===== config.mk =====
export PLATFORM = sky130hd
export DESIGN_NAME = mem_port_arbiter
export DESIGN_NICKNAME = d
export VERILOG_FILES = /design/src/rtl/mem_port_arbiter_pkg.sv /design/src/rtl/arb_starve_ctr.sv /design/src/rtl/mem_port_arbiter.sv
export SDC_FILE = /design/constraint.sdc
export NUM_CORES = 1
export LEC_CHECK = 0
export ABC_AREA = 1
export BUFFER_PORTS_ARGS = -buffer_cell sky130_fd_sc_hd__buf_2
export CAP_MARGIN = 0
export CORE_MARGIN = 5
export CORE_UTILIZATION = 28
export DETAILED_ROUTE_END_ITERATION = 16
export HOLD_SLACK_MARGIN = 0.12
export SKIP_CTS_REPAIR_TIMING = 1
export SYNTH_ARGS = -nofsm -noshare
export SYNTH_HDL_FRONTEND = slang
export SYNTH_SLANG_ARGS = --single-unit

===== constraint.sdc =====
create_clock -name clk -period 2.6 [get_ports clk]
set_input_delay 0.26 -clock clk [delete_from_list [all_inputs] [get_ports clk]]
set_output_delay 0.26 -clock clk [all_outputs]
set_load 0.05 [all_outputs]

===== src/rtl/mem_port_arbiter_pkg.sv =====
// ---------------------------------------------------------------------------
// mem_port_arbiter_pkg
// Shared definitions for the unified-memory port arbiter:
//   - FSM state encoding (ST_IDLE / ST_BUSY / ST_RESP)
//   - access size codes (SZ_B / SZ_H / SZ_W, SZ_ILL is the illegal code)
//   - requester identifiers (OWN_IF / OWN_LS)
//   - latched request record and address-check helpers
// ---------------------------------------------------------------------------
package mem_port_arbiter_pkg;

    typedef enum logic [1:0] {
        ST_IDLE = 2'd0,
        ST_BUSY = 2'd1,
        ST_RESP = 2'd2
    } state_t;

    localparam logic [1:0] SZ_B   = 2'd0;
    localparam logic [1:0] SZ_H   = 2'd1;
    localparam logic [1:0] SZ_W   = 2'd2;
    localparam logic [1:0] SZ_ILL = 2'd3;

    typedef enum logic {
        OWN_IF = 1'b0,
        OWN_LS = 1'b1
    } owner_t;

    // Fields of the winning request, held for the whole memory access.
    typedef struct packed {
        logic        we;
        logic [1:0]  size;
        logic [31:0] addr;
        logic [31:0] wdata;
    } req_t;

    // Byte address beyond the end of a 2^addr_w-word memory.
    // A 33-bit limit keeps addr_w up to 30 representable.
    function automatic logic addr_oob(input logic [31:0] addr, input int unsigned addr_w);
        logic [32:0] lim;
        lim = 33'd1 << (addr_w + 2);
        return ({1'b0, addr} >= lim);
    endfunction

    // Alignment / size legality of a load/store; bytes may sit anywhere.
    function automatic logic ls_misaligned(input logic [1:0] size, input logic [1:0] lsb);
        logic bad;
        case (size)
            SZ_B:    bad = 1'b0;
            SZ_H:    bad = lsb[0];
            SZ_W:    bad = (lsb != 2'b00);
            default: bad = 1'b1;
        endcase
        return bad;
    endfunction

endpackage


===== src/rtl/arb_starve_ctr.sv =====
// ---------------------------------------------------------------------------
// arb_starve_ctr
// Saturating up-counter with synchronous clear. Used both for the IF
// starvation count and for the memory-ready timeout count.
// Ports:
//   clk    in   clock, rising edge
//   rst    in   asynchronous active-low reset
//   inc    in   count up by one (holds at LIM)
//   clr    in   clear to zero (wins over inc)
//   at_lim out  counter equals LIM
// ---------------------------------------------------------------------------
module arb_starve_ctr #(
    parameter int unsigned LIM = 4
) (
    input  logic clk,
    input  logic rst,
    input  logic inc,
    input  logic clr,
    output logic at_lim
);

    localparam int unsigned W = (LIM < 1) ? 1 : $clog2(LIM + 1);
    localparam logic [W-1:0] LIM_V = W'(LIM);

    logic [W-1:0] cnt_q;

    always_ff @(posedge clk or negedge rst) begin
        if (!rst) begin
            cnt_q <= '0;
        end else if (clr) begin
            cnt_q <= '0;
        end else if (inc && (cnt_q != LIM_V)) begin
            cnt_q <= cnt_q + 1'b1;
        end
    end

    assign at_lim = (cnt_q == LIM_V);

endmodule


===== src/rtl/mem_port_arbiter.sv =====
// ---------------------------------------------------------------------------
// mem_port_arbiter
// Shares one single-port memory between the CPU fetch port (IF) and the
// load/store port (LS). LS has fixed priority; IF is forced through after
// STARVE_LIM lost arbitrations. Misaligned, out-of-range and illegal-size
// requests are answered with err without touching memory; an access that
// sees no mem_ready for TIMEOUT cycles is aborted with err.
//
// Build option: define ARB_STATS_EN to enable the grant counters behind
// stat_if_cnt / stat_ls_cnt (otherwise they are tied to zero).
//
// Handshake: a requester holds req (and its fields) until it sees a
// one-cycle gnt in the same cycle; exactly one rvalid pulse (with
// rdata/err) follows later. gnt and rvalid never go to both ports in the
// same cycle. mem_en is held with stable fields until mem_ready.
//
// Ports:
//   clk, rst                     clock, async active-low reset
//   if_req/if_addr               fetch request (word reads)
//   if_gnt/if_rvalid/if_rdata/if_err   fetch grant and response
//   ls_req/ls_we/ls_size/ls_addr/ls_wdata  load/store request
//   ls_gnt/ls_rvalid/ls_rdata/ls_err   load/store grant and response
//   mem_en/mem_we/mem_size/mem_addr/mem_wdata  memory access
//   mem_rdata/mem_ready          memory response
//   stat_if_cnt/stat_ls_cnt      grant counters (ARB_STATS_EN)
//   dbg_state                    current FSM state
// ---------------------------------------------------------------------------
module mem_port_arbiter
    import mem_port_arbiter_pkg::*;
#(
    parameter int unsigned ADDR_W     = 14,
    parameter int unsigned STARVE_LIM = 4,
    parameter int unsigned TIMEOUT    = 16
) (
    input  logic        clk,
    input  logic        rst,
    input  logic        if_req,
    input  logic [31:0] if_addr,
    output logic        if_gnt,
    output logic        if_rvalid,
    output logic [31:0] if_rdata,
    output logic        if_err,
    input  logic        ls_req,
    input  logic        ls_we,
    input  logic [1:0]  ls_size,
    input  logic [31:0] ls_addr,
    input  logic [31:0] ls_wdata,
    output logic        ls_gnt,
    output logic        ls_rvalid,
    output logic [31:0] ls_rdata,
    output logic        ls_err,
    output logic        mem_en,
    output logic        mem_we,
    output logic [1:0]  mem_size,
    output logic [31:0] mem_addr,
    output logic [31:0] mem_wdata,
    input  logic [31:0] mem_rdata,
    input  logic        mem_ready,
    output logic [31:0] stat_if_cnt,
    output logic [31:0] stat_ls_cnt,
    output logic [1:0]  dbg_state
);

    state_t      state_q, state_d;
    owner_t      owner_q;
    req_t        req_q, win_req;
    logic        err_q;
    logic [31:0] rdata_q;

    logic arb_cycle, pick_if, pick_ls, win_bad;
    logic if_bad, ls_bad;
    logic starve_at_lim, to_at_lim;
    logic busy;

    assign busy = (state_q == ST_BUSY);

    // Arbitration happens in IDLE and overlapped with RESP. Gating with rst
    // keeps gnt low while reset is held even if a request is present.
    assign arb_cycle = rst && ((state_q == ST_IDLE) || (state_q == ST_RESP));

    always_comb begin
        pick_if = 1'b0;
        pick_ls = 1'b0;
        if (arb_cycle) begin
            if (if_req && (starve_at_lim || !ls_req)) begin
                pick_if = 1'b1;
            end else if (ls_req) begin
                pick_ls = 1'b1;
            end
        end
    end

    assign if_bad  = addr_oob(if_addr, ADDR_W) || (if_addr[1:0] != 2'b00);
    assign ls_bad  = addr_oob(ls_addr, ADDR_W) || ls_misaligned(ls_size, ls_addr[1:0]);
    assign win_bad = pick_ls ? ls_bad : if_bad;

    always_comb begin
        win_req = '0;
        if (pick_ls) begin
            win_req.we    = ls_we;
            win_req.size  = ls_size;
            win_req.addr  = ls_addr;
            win_req.wdata = ls_wdata;
        end else begin
            win_req.we    = 1'b0;
            win_req.size  = SZ_W;
            win_req.addr  = if_addr;
            win_req.wdata = 32'd0;
        end
    end

    // IF starvation: counts arbitrations IF lost while asking.
    arb_starve_ctr #(.LIM(STARVE_LIM)) u_starve (
        .clk    (clk),
        .rst    (rst),
        .inc    (arb_cycle && if_req && pick_ls),
        .clr    (!if_req || pick_if),
        .at_lim (starve_at_lim)
    );

    // Timeout: at_lim on the TIMEOUT-th BUSY cycle without mem_ready.
    arb_starve_ctr #(.LIM(TIMEOUT - 1)) u_timeout (
        .clk    (clk),
        .rst    (rst),
        .inc    (busy && !mem_ready),
        .clr    (!busy),
        .at_lim (to_at_lim)
    );

    // ---------------- FSM: state register ----------------
    always_ff @(posedge clk or negedge rst) begin
        if (!rst) begin
            state_q <= ST_IDLE;
        end else begin
            state_q <= state_d;
        end
    end

    // ---------------- FSM: next state ----------------
    always_comb begin
        state_d = state_q;
        case (state_q)
            ST_IDLE, ST_RESP: begin
                if (pick_if || pick_ls) begin
                    state_d = win_bad ? ST_RESP : ST_BUSY;
                end else begin
                    state_d = ST_IDLE;
                end
            end
            ST_BUSY: begin
                if (mem_ready || to_at_lim) begin
                    state_d = ST_RESP;
                end
            end
            default: state_d = ST_IDLE;
        endcase
    end

    // ---------------- FSM: outputs ----------------
    always_comb begin
        if_gnt    = pick_if;
        ls_gnt    = pick_ls;
        if_rvalid = 1'b0;
        if_rdata  = 32'd0;
        if_err    = 1'b0;
        ls_rvalid = 1'b0;
        ls_rdata  = 32'd0;
        ls_err    = 1'b0;
        mem_en    = 1'b0;
        mem_we    = 1'b0;
        mem_size  = 2'd0;
        mem_addr  = 32'd0;
        mem_wdata = 32'd0;
        if (state_q == ST_RESP) begin
            if (owner_q == OWN_IF) begin
                if_rvalid = 1'b1;
                if_rdata  = rdata_q;
                if_err    = err_q;
            end else begin
                ls_rvalid = 1'b1;
                ls_rdata  = rdata_q;
                ls_err    = err_q;
            end
        end
        if (busy) begin
            mem_en    = 1'b1;
            mem_we    = req_q.we;
            mem_size  = req_q.size;
            mem_addr  = req_q.addr;
            mem_wdata = req_q.wdata;
        end
    end

    assign dbg_state = state_q;

    // ---------------- Request / response datapath ----------------
    // rdata is zeroed at grant so error-checked and timed-out accesses
    // answer with 0.
    always_ff @(posedge clk or negedge rst) begin
        if (!rst) begin
            owner_q <= OWN_IF;
            req_q   <= '0;
            err_q   <= 1'b0;
            rdata_q <= 32'd0;
        end else if (pick_if || pick_ls) begin
            owner_q <= pick_ls ? OWN_LS : OWN_IF;
            req_q   <= win_req;
            err_q   <= win_bad;
            rdata_q <= 32'd0;
        end else if (busy) begin
            if (mem_ready) begin
                rdata_q <= mem_rdata;
                err_q   <= 1'b0;
            end else if (to_at_lim) begin
                rdata_q <= 32'd0;
                err_q   <= 1'b1;
            end
        end
    end

    // ---------------- Grant statistics ----------------
`ifdef ARB_STATS_EN
    logic [31:0] if_cnt_q, ls_cnt_q;

    always_ff @(posedge clk or negedge rst) begin
        if (!rst) begin
            if_cnt_q <= 32'd0;
            ls_cnt_q <= 32'd0;
        end else begin
            if (if_gnt) if_cnt_q <= if_cnt_q + 32'd1;
            if (ls_gnt) ls_cnt_q <= ls_cnt_q + 32'd1;
        end
    end

    assign stat_if_cnt = if_cnt_q;
    assign stat_ls_cnt = ls_cnt_q;
`else
    assign stat_if_cnt = 32'd0;
    assign stat_ls_cnt = 32'd0;
`endif

endmodule

==> results.toml, run 1 <==
[outcome]
status = "finished, final reports clean"

[clock_tree]
numCtsBuffers = 9
cts.sinks = 110
cts.path.max_buffers = 2
root_buffer = "clkbuf_16"
h-tree-depth = 3
cts.clk_slew.worst_paths_ns = 0.08
cts_tree = "yes"
insertion_delay_ns = 0.35

[synthesis]
syn_avg_cell_area_um2 = 7.59
yosys.area.top_type_share = 0.464
synth_top_family_by_area = "simple AND/OR/NAND/NOR gates"
synth_area_leader_cell = "dfrtp_1"
yosysMostFrequentCell = "nor2_1"
synth-xor-area-share = 0
synth_area_um2 = 5940
synth_seq_cells = 110
async_reset_ff_frac = 1.00
ys_top_cells_by_count = "nor2_1, nand2_1, inv_1, dfrtp_1, buf_4"
ys.flop_type = "dfrtp_1"
syn_inst = 782
synth_edf_count = 0
yosys.area_share.adder = 0.00632
synthMuxAreaShare = 0.00169
synth_compound_area_frac = 0.108
yosys-top-cells-area = "dfrtp_1, nor2_1, buf_4, nand2_1, inv_1"
ys_types = 27
yosysSeqAreaShare = 0.464
yosys_warnings = 0
synth_simple_gate_area_frac = 0.222

[final_layout]
syn_to_final_growth_pct = 30.4
diodes = 0
drive_gt1_frac = 0.304
final_core_utilization = 0.369
fin_nets = 1190

[worst_setup_path]
r2r-start = "u_starve.cnt_q[0]"
worstSetupStartpointType = "flip-flop"
r2r_end = "req_q[37]"
cp-startpoint = "dbg_state[1]"
r2r_cells = 10
r2r_setup_slack_ns = 0.64
critPathSlowestCell = "dfrtp_1"
crit_end = "mem_wdata[15]"
worstSetupPathType = "reg -> out"
crit_chain = "nor2_2 -> inv_2 -> buf_12 -> nor2_1 -> buf_2"
path_max_fanout = 36
cp_data_required_time_ns = 2.34
cp.arrival_ns = 1.97
max_stage_delay_ns = 0.44
end_kind = "output pin"

[detailed_routing]
drtAntennaViolNets = 0
wl_met1_mm = 7.84
wl_per_cell_um = 13.7
viasPerCell = 4.19
first_iter_violations = 371
drc = 0
drtPass1Iterations = 4
highest_layer = "met4"
wl_mm = 18.3
dr_wl_met2_mm = 8.76
route.met3.wl_mm = 1.50
vias = 5577

[die]
core_um2 = 21000
pin_count = 340
start_util = 0.283
die_width_um = 156
fp-row-count = 53
die_h_um = 156
die_area_um2 = 24200

[worst_hold_path]
hp-class = "in -> reg"

[place]
dpl.hpwl_mm = 13.9
io_buffers = 275
gp_congestion = 0.820

[global_route]
grt_overflow = 0
grt_use_total = 0.143
grt_pass1_vias = 5594
grt_pass1_wl_mm = 28.1
antenna_found_initial = 0
grt_max_degree = 60

[sta]
hold_viol_final = 0
report.final.slew_viol_count = 0
worst_slew_pin_slew_ns = 0.766
slew_headroom = 0.489
timing.final.crit_share = 0.857
fin_skew_ns = 0.0138
max_freq_mhz = 449
setup_viol = 0
final.min_clock_period_ns = 2.23
rsz0062_at_grt = "no"
tns_ns = 0

[pwr]
power_uw = 4440
power_density_nw_per_um2 = 573
peakVddDrop_uv = 273
power_leakage_uw = 0.00418

[flow_run]
drv_cap = 0
==> cell usage in the layout (no fill, tap or decap), types with 3 or more instances in the layout <==
master	netlist	layout
buf_4	67	14
nand2_1	121	121
o211ai_1	26	26
o21ai_0	40	40
nor2_1	159	157
conb_1	1	64
a21oi_1	3	3
o21ai_1	29	29
inv_1	119	118
clkbuf_16	0	9
o221ai_1	6	6
dlygate4sd3_1	0	9
ha_1	3	3
dfrtp_1	110	110
nand3_1	40	40
o22ai_1	4	4
inv_2	5	6
nand2_2	4	4
buf_2	18	274
==> per-layer routing <==
layer / vias to the layer above / track usage
li1: 2806 / -
met1: 2519 / 0.185
met2: 238 / 0.246
met3: 14 / 0.0333
met4: 0 / 0.0296
met5: - / 0
==> where the power goes <==
group / switching, uW / internal (uW) / leakage, uW
Clock: 689 / 771 / 0.000155
Sequential: 53.4 / 1880 / 0.00144
Combinational: 778 / 262 / 0.00259
Total: 1520 / 2920 / 0.00418
==> flip-flops by register name (all words and copies together), names as in the netlist <==
name             count
u_timeout.cnt_q      4
dbg_state            2
owner_q              1
err_q                1
rdata_q             32
req_q               67
u_starve.cnt_q       3
==> cell families (layout without fill, tap and decap cells) <==
family	count (synthesis)	count (layout)
multiplexers	1	1
AND/OR/NAND/NOR	329	329
buffers and inverters	229	440
flip-flops	110	110
adder cells (fa/ha/maj)	3	3
AO/OA/AOI/OAI	109	109
other	1	64
==> per-stage QoR <==
stage	worst slack (ns)	area [um^2]	hold WS, ns	cells
2_1_floorplan	0.0274	6170	-0.0356	845
3_3_place_gp	0.674	7340	0.458	1306
3_5_place_dp	0.595	7340	0.469	1306
4_1_cts	0.313	7650	0.0863	1322
5_1_grt	0.198	7740	0.122	1331
6_report	0.371	7740	0.108	1331
==> critical path, delay by kind of cell, from the launching register on <==
kind / cells / cell delay, ns
buffers and inverters: 3 / 0.83
DFF: 1 / 0.44
and+or+nand+nor: 2 / 0.33
==> how the worst min path moves through the flow <==
stage,to,slack (ns),cells after the start,start
global route,req_q[8],0.12,3,ls_wdata[8]
CTS,req_q[8],0.09,2,rst
detailed placement,u_timeout.cnt_q[3],0.47,1,u_timeout.cnt_q[3]
floorplan,dbg_state[0],-0.04,0,rst
global placement,u_timeout.cnt_q[3],0.46,1,u_timeout.cnt_q[3]
finish,req_q[2],0.11,3,ls_wdata[2]
==> final cells by class <==
type                       instances  area [um^2]
multi-input combinational        506         2250
clock inverter                     7         88.8
clock buffer                       9          225
inverter                         125          470
fill                            2255        13200
timing repair buffer             299         1610
sequential                       110         2750
tap                              275          344
Power figures use the tool's default switching activity.
==> run 2: changes to the inputs <==
CORE_ASPECT_RATIO = 0.8   (was not set)
clock period = 1.8 ns   (was 2.6 ns; I/O delays follow)
==> run 2 against run 1 <==
Compared with the run above: the run now ends with setup timing left; largest cell class is now buffers; critical path type unchanged; worst hold slack got worse by 0.023 ns; power is 51% higher; first-iteration DRC count grew 0.54%; clock-buffer cell count is 1 higher; largest power group unchanged; wire length up 15%; die area hardly changed; sequential cell count stayed put; critical endpoint is now if_rdata[31]; clock power increased by 33%.
==> results.toml, run 2 (same netlist as run 1, synthesis figures left out) <==
[outcome]
status = "finished with violations"
violations = "setup timing"

[global_route]
grt_pass1_wl_mm = 29.4
grt_overflow = 0
grt.busiest_layer = "met2"
met2_usage = 0.244
grt_pass1_vias = 5528
met1_usage = 0.192
grt_use_met3 = 0.0342
grt_use_total = 0.147
antenna_found_initial = 0
grt_max_degree = 111

[sta]
rsz0062_at_grt = "yes"
hold_ws_ns = 0.0851
report.final.slew_viol_count = 0
worst_slack_ns = -0.0207
slew_headroom = 0.597
worst_slew_pin_slew_ns = 0.605
setup_viol = 6
fin_skew_ns = 0.00581
final.min_clock_period_ns = 1.82
max_freq_mhz = 549
hold_viol_final = 0
timing.final.crit_share = 1.01
tns_ns = -0.0335

[die]
die_h_um = 140
die_area_um2 = 24200
pin_count = 340
core_um2 = 20800
die_width_um = 173
fp-row-count = 47
start_util = 0.286

[worst_setup_path]
cp_data_required_time_ns = 1.62
worstSetupStartpointType = "flip-flop"
worstSetupPathType = "reg -> out"
end_kind = "output pin"
r2r_setup_slack_ns = 0.25
cp.arrival_ns = 1.64
r2r_cells = 7
path_max_fanout = 14

[detailed_routing]
wl_mm = 21.1
first_iter_violations = 373
wl_per_cell_um = 14.7
drtAntennaViolNets = 0
drtPass1Iterations = 5
viasPerCell = 4.28
vias = 6156
drc = 0

[pwr]
p_clk_frac = 0.290
switching_share = 0.339
peakVddDrop_uv = 488
power_density_nw_per_um2 = 674
internal_power_uw = 4430
comb_power_share = 0.293
seqPwrFrac = 0.417
power_leakage_uw = 0.00472
power_switching_uw = 2280

[final_layout]
regMostFlops = "req_q"
drive_gt1_frac = 0.347
largest_register_ffs = 67
syn_to_final_growth_pct = 67.7
multi_input_area_um2 = 2710
fin_nets = 1305
n_fill_cell = 1927
seq_area_um2 = 2760
postLayoutCellArea_um2 = 9950
diodes = 0
mostFrequentLayoutCell = "buf_2"
reg.largest.list = "req_q x67, rdata_q x32, u_timeout.cnt_q x4"
final_cell_mix = "buf_2, nand2_1, dlygate4sd3_1, inv_1, dfrtp_1"

[clock_tree]
insertion_delay_ns = 0.34
cts_tree = "yes"
h-tree-depth = 3
cts.clk_slew.worst_paths_ns = 0.07
root_buffer = "clkbuf_16"
cts.sinks = 110
numCtsBuffers = 9
cts.path.max_buffers = 2

[place]
dpl.hpwl_mm = 14.4
gp_congestion = 0.840
io_buffers = 275
dpl_cell_area_um2 = 7870

[worst_hold_path]
min_path_cells = 3
hp-class = "in -> reg"

[flow_run]
drv_cap = 0
[run 2: cell type report]
type,instances,area share
flip-flops and latches,110,0.277
clock inverters,4,0.00503
clock buffers,10,0.0230
multi-input cells,506,0.272
well taps,269,0.0338
repair buffers,414,0.339
inverters,125,0.0500
[run 2: routing by layer]
layer / routed length [um] / part of all wire / vias to the layer above
met3: 1050 / 0.050 / 28
met2: 10900 / 0.52 / 211
met1: 8730 / 0.41 / 2876
met4: 429 / 0.020 / 0
met5: 0 / 0 / -
li1: - / - / 3041
[run 2: worst max-delay path: stages, from the launching register on]
cell and delay, ns:
dfrtp_2 0.42, inv_4 0.08, nand2_1 0.08, nor2_4 0.14, inv_6 0.10, buf_12 0.18
nor2_2 0.11, buf_6 0.17
[run 2: power by group through the flow]
stage	clock network (uW)	logic, uW	registers (uW)
5_1_grt	2120	2120	2820
6_report	1940	1960	2800
3_5_place_dp	0	1660	2850
2_1_floorplan	0	1300	2840
4_1_cts	2030	1670	2800
3_3_place_gp	0	1660	2840
[run 2: final timing paths]
| path | startpoint | to |
|---|---|---|
| setup / recovery | dbg_state[0] | if_rdata[31] |
| hold / removal | mem_rdata[5] | rdata_q[5] |
| setup reg to reg | u_timeout.cnt_q[0] | rdata_q[18] |
| hold reg to reg | u_timeout.cnt_q[3] | u_timeout.cnt_q[3] |
| max in group asynchronous | rst | rdata_q[10] |
| min in group asynchronous | rst | u_starve.cnt_q[0] |
[run 2: through the flow]
step	instances	power, uW	worst slack (ns)	util
3_5_place_dp	1303	4510	0.190	0.379
2_1_floorplan	845	4130	-0.0672	-
3_3_place_gp	1303	4500	0.208	0.379
5_1_grt	1438	7070	-0.104	0.479
4_1_cts	1317	6500	-0.178	0.393
6_report	1438	6710	-0.0207	0.479
==> run 3: changes to the inputs <==
CORE_ASPECT_RATIO = 2   (was 0.8)
clock period = 2.01 ns   (was 1.8 ns; I/O delays follow)
==> run 3 against run 2 <==
Compared with the run above: the flow now finishes without violations; non-clock buffer count is 11 lower; critical endpoint is now if_rdata[8]; final cell count is 0.56% lower; core utilization is 4.1 points lower; sequential share of layout area is 2.3 points higher; clock skew is 0.0018 ns higher; combinational power is 18% lower; clock power is 9% lower.
==> results.toml, run 3 (same netlist as run 1, synthesis figures left out) <==
[worst_setup_path]
path_max_fanout = 33
cp_data_required_time_ns = 1.81
cp-startpoint = "dbg_state[0]"
end_kind = "output pin"
cp.arrival_ns = 1.71
r2r-start = "u_starve.cnt_q[0]"
worstSetupStartpointType = "flip-flop"
worstSetupPathType = "reg -> out"

[pwr]
power_switching_uw = 2070
peakVddDrop_uv = 371
power_density_nw_per_um2 = 639
power_leakage_uw = 0.00461
switching_share = 0.353
comb_power_share = 0.273
power_uw = 5860
p_clk_frac = 0.299
seqPwrFrac = 0.427
internal_power_uw = 3790

[sta]
hold_viol_final = 0
worst_slack_ns = 0.0969
rsz0062_at_grt = "yes"
final.min_clock_period_ns = 1.91
report.final.slew_viol_count = 0
timing.final.crit_share = 0.952
worst_slew_pin_slew_ns = 0.701
slew_headroom = 0.532
tns_ns = 0
hold_ws_ns = 0.0871
setup_viol = 0
fin_skew_ns = 0.00759
max_freq_mhz = 523

[final_layout]
reg.largest.list = "req_q x67, rdata_q x32, u_timeout.cnt_q x4"
drive_gt1_frac = 0.318
n_fill_cell = 2051
syn_to_final_growth_pct = 54.6
multi_input_area_um2 = 2520
final_cell_mix = "buf_2, nand2_1, inv_1, nor2_1, dlygate4sd3_1"
regMostFlops = "req_q"
seq_area_um2 = 2760
mostFrequentLayoutCell = "buf_2"
final_core_utilization = 0.439
fin_nets = 1294
largest_register_ffs = 67

[clock_tree]
h-tree-depth = 3
cts.clk_slew.worst_paths_ns = 0.07
cts_tree = "yes"
root_buffer = "clkbuf_16"
cts.path.max_buffers = 2
cts.sinks = 110
insertion_delay_ns = 0.36
numCtsBuffers = 9

[worst_hold_path]
hp-start = "ls_wdata[7]"
hp-class = "in -> reg"

[detailed_routing]
drc = 0
drtAntennaViolNets = 0
wl_per_cell_um = 14.6
vias = 6183
drtPass1Iterations = 5
first_iter_violations = 240
wl_mm = 20.8
viasPerCell = 4.32

[global_route]
grt_pass1_wl_mm = 30.1
grt_use_total = 0.156
antenna_found_initial = 0
grt_pass1_vias = 5752
grt_overflow = 0
grt_max_degree = 111

[die]
die_h_um = 216
pin_count = 340
die_width_um = 113
fp-row-count = 75
core_um2 = 20900
die_area_um2 = 24400
start_util = 0.284

[place]
gp_congestion = 0.853
dpl.hpwl_mm = 15.2
io_buffers = 275
post-place-ws_ns = 0.203

[flow_run]
drv_cap = 0

[outcome]
status = "finished, final reports clean"
[run 3: cell count changes in the layout (fill, tap and decap cells not counted), sizes merged]
| cell | delta |
|---|---|
| dlygate4sd3 | -10 |
| diode | +1 |
| inv | +4 |
| buf | -7 |
| clkbuf | +5 |
| bufinv | -1 |
| clkinvlp | -1 |
| clkinv | +1 |
[run 3: area by class of cell]
type | instances | share of cell area
Antenna cell | 1 | 0.000273
Clock buffer | 9 | 0.0245
Clock inverter | 7 | 0.00613
Inverter | 125 | 0.0518
Multi-Input combinational cell | 506 | 0.274
Sequential cell | 110 | 0.300
Tap cell | 269 | 0.0367
Timing Repair Buffer | 403 | 0.306
[run 3: worst max-delay path: stages (launching register included)]
cell      delay (ns)
dfrtp_2         0.41
inv_2           0.11
nand2_1         0.10
nor2_4          0.12
inv_2           0.05
buf_12          0.21
nor2_4          0.11
clkbuf_4        0.24
[run 3: final timing paths]
| check | end | slack (ns) | cells after the start |
|---|---|---|---|
| min in group asynchronous | req_q[56] | 0.46 | 3 |
| setup reg to reg | req_q[52] | 0.33 | 10 |
| hold reg to reg | u_timeout.cnt_q[3] | 0.48 | 1 |
| hold / removal | req_q[7] | 0.09 | 3 |
| max in group asynchronous | req_q[9] | 0.95 | 3 |
| setup / recovery | if_rdata[8] | 0.1 | 7 |
[run 3: power groups by stage]
stage / combinational (uW) / sequential (uW) / clock [uW]
final: 1600 / 2510 / 1760
after global routing: 1750 / 2530 / 1910
after CTS: 1430 / 2510 / 1830
after detailed placement: 1420 / 2550 / 0
after global placement: 1410 / 2550 / 0
after floorplan: 1100 / 2540 / 0
[run 3: routing by layer]
metal	vias to the layer above	global-route usage	share of wire	routed length, um
li1	3028	-	-	-
met1	2857	0.160	0.34	7070
met2	260	0.302	0.57	11900
met3	38	0.0258	0.062	1290
met4	0	0.0702	0.030	624
met5	-	0	0	0
[run 3: per-stage QoR]
step	area (um^2)	std cells
2_1_floorplan	6430	845
3_3_place_gp	7670	1303
3_5_place_dp	7670	1303
4_1_cts	7950	1319
5_1_grt	9180	1429
6_report	9180	1430
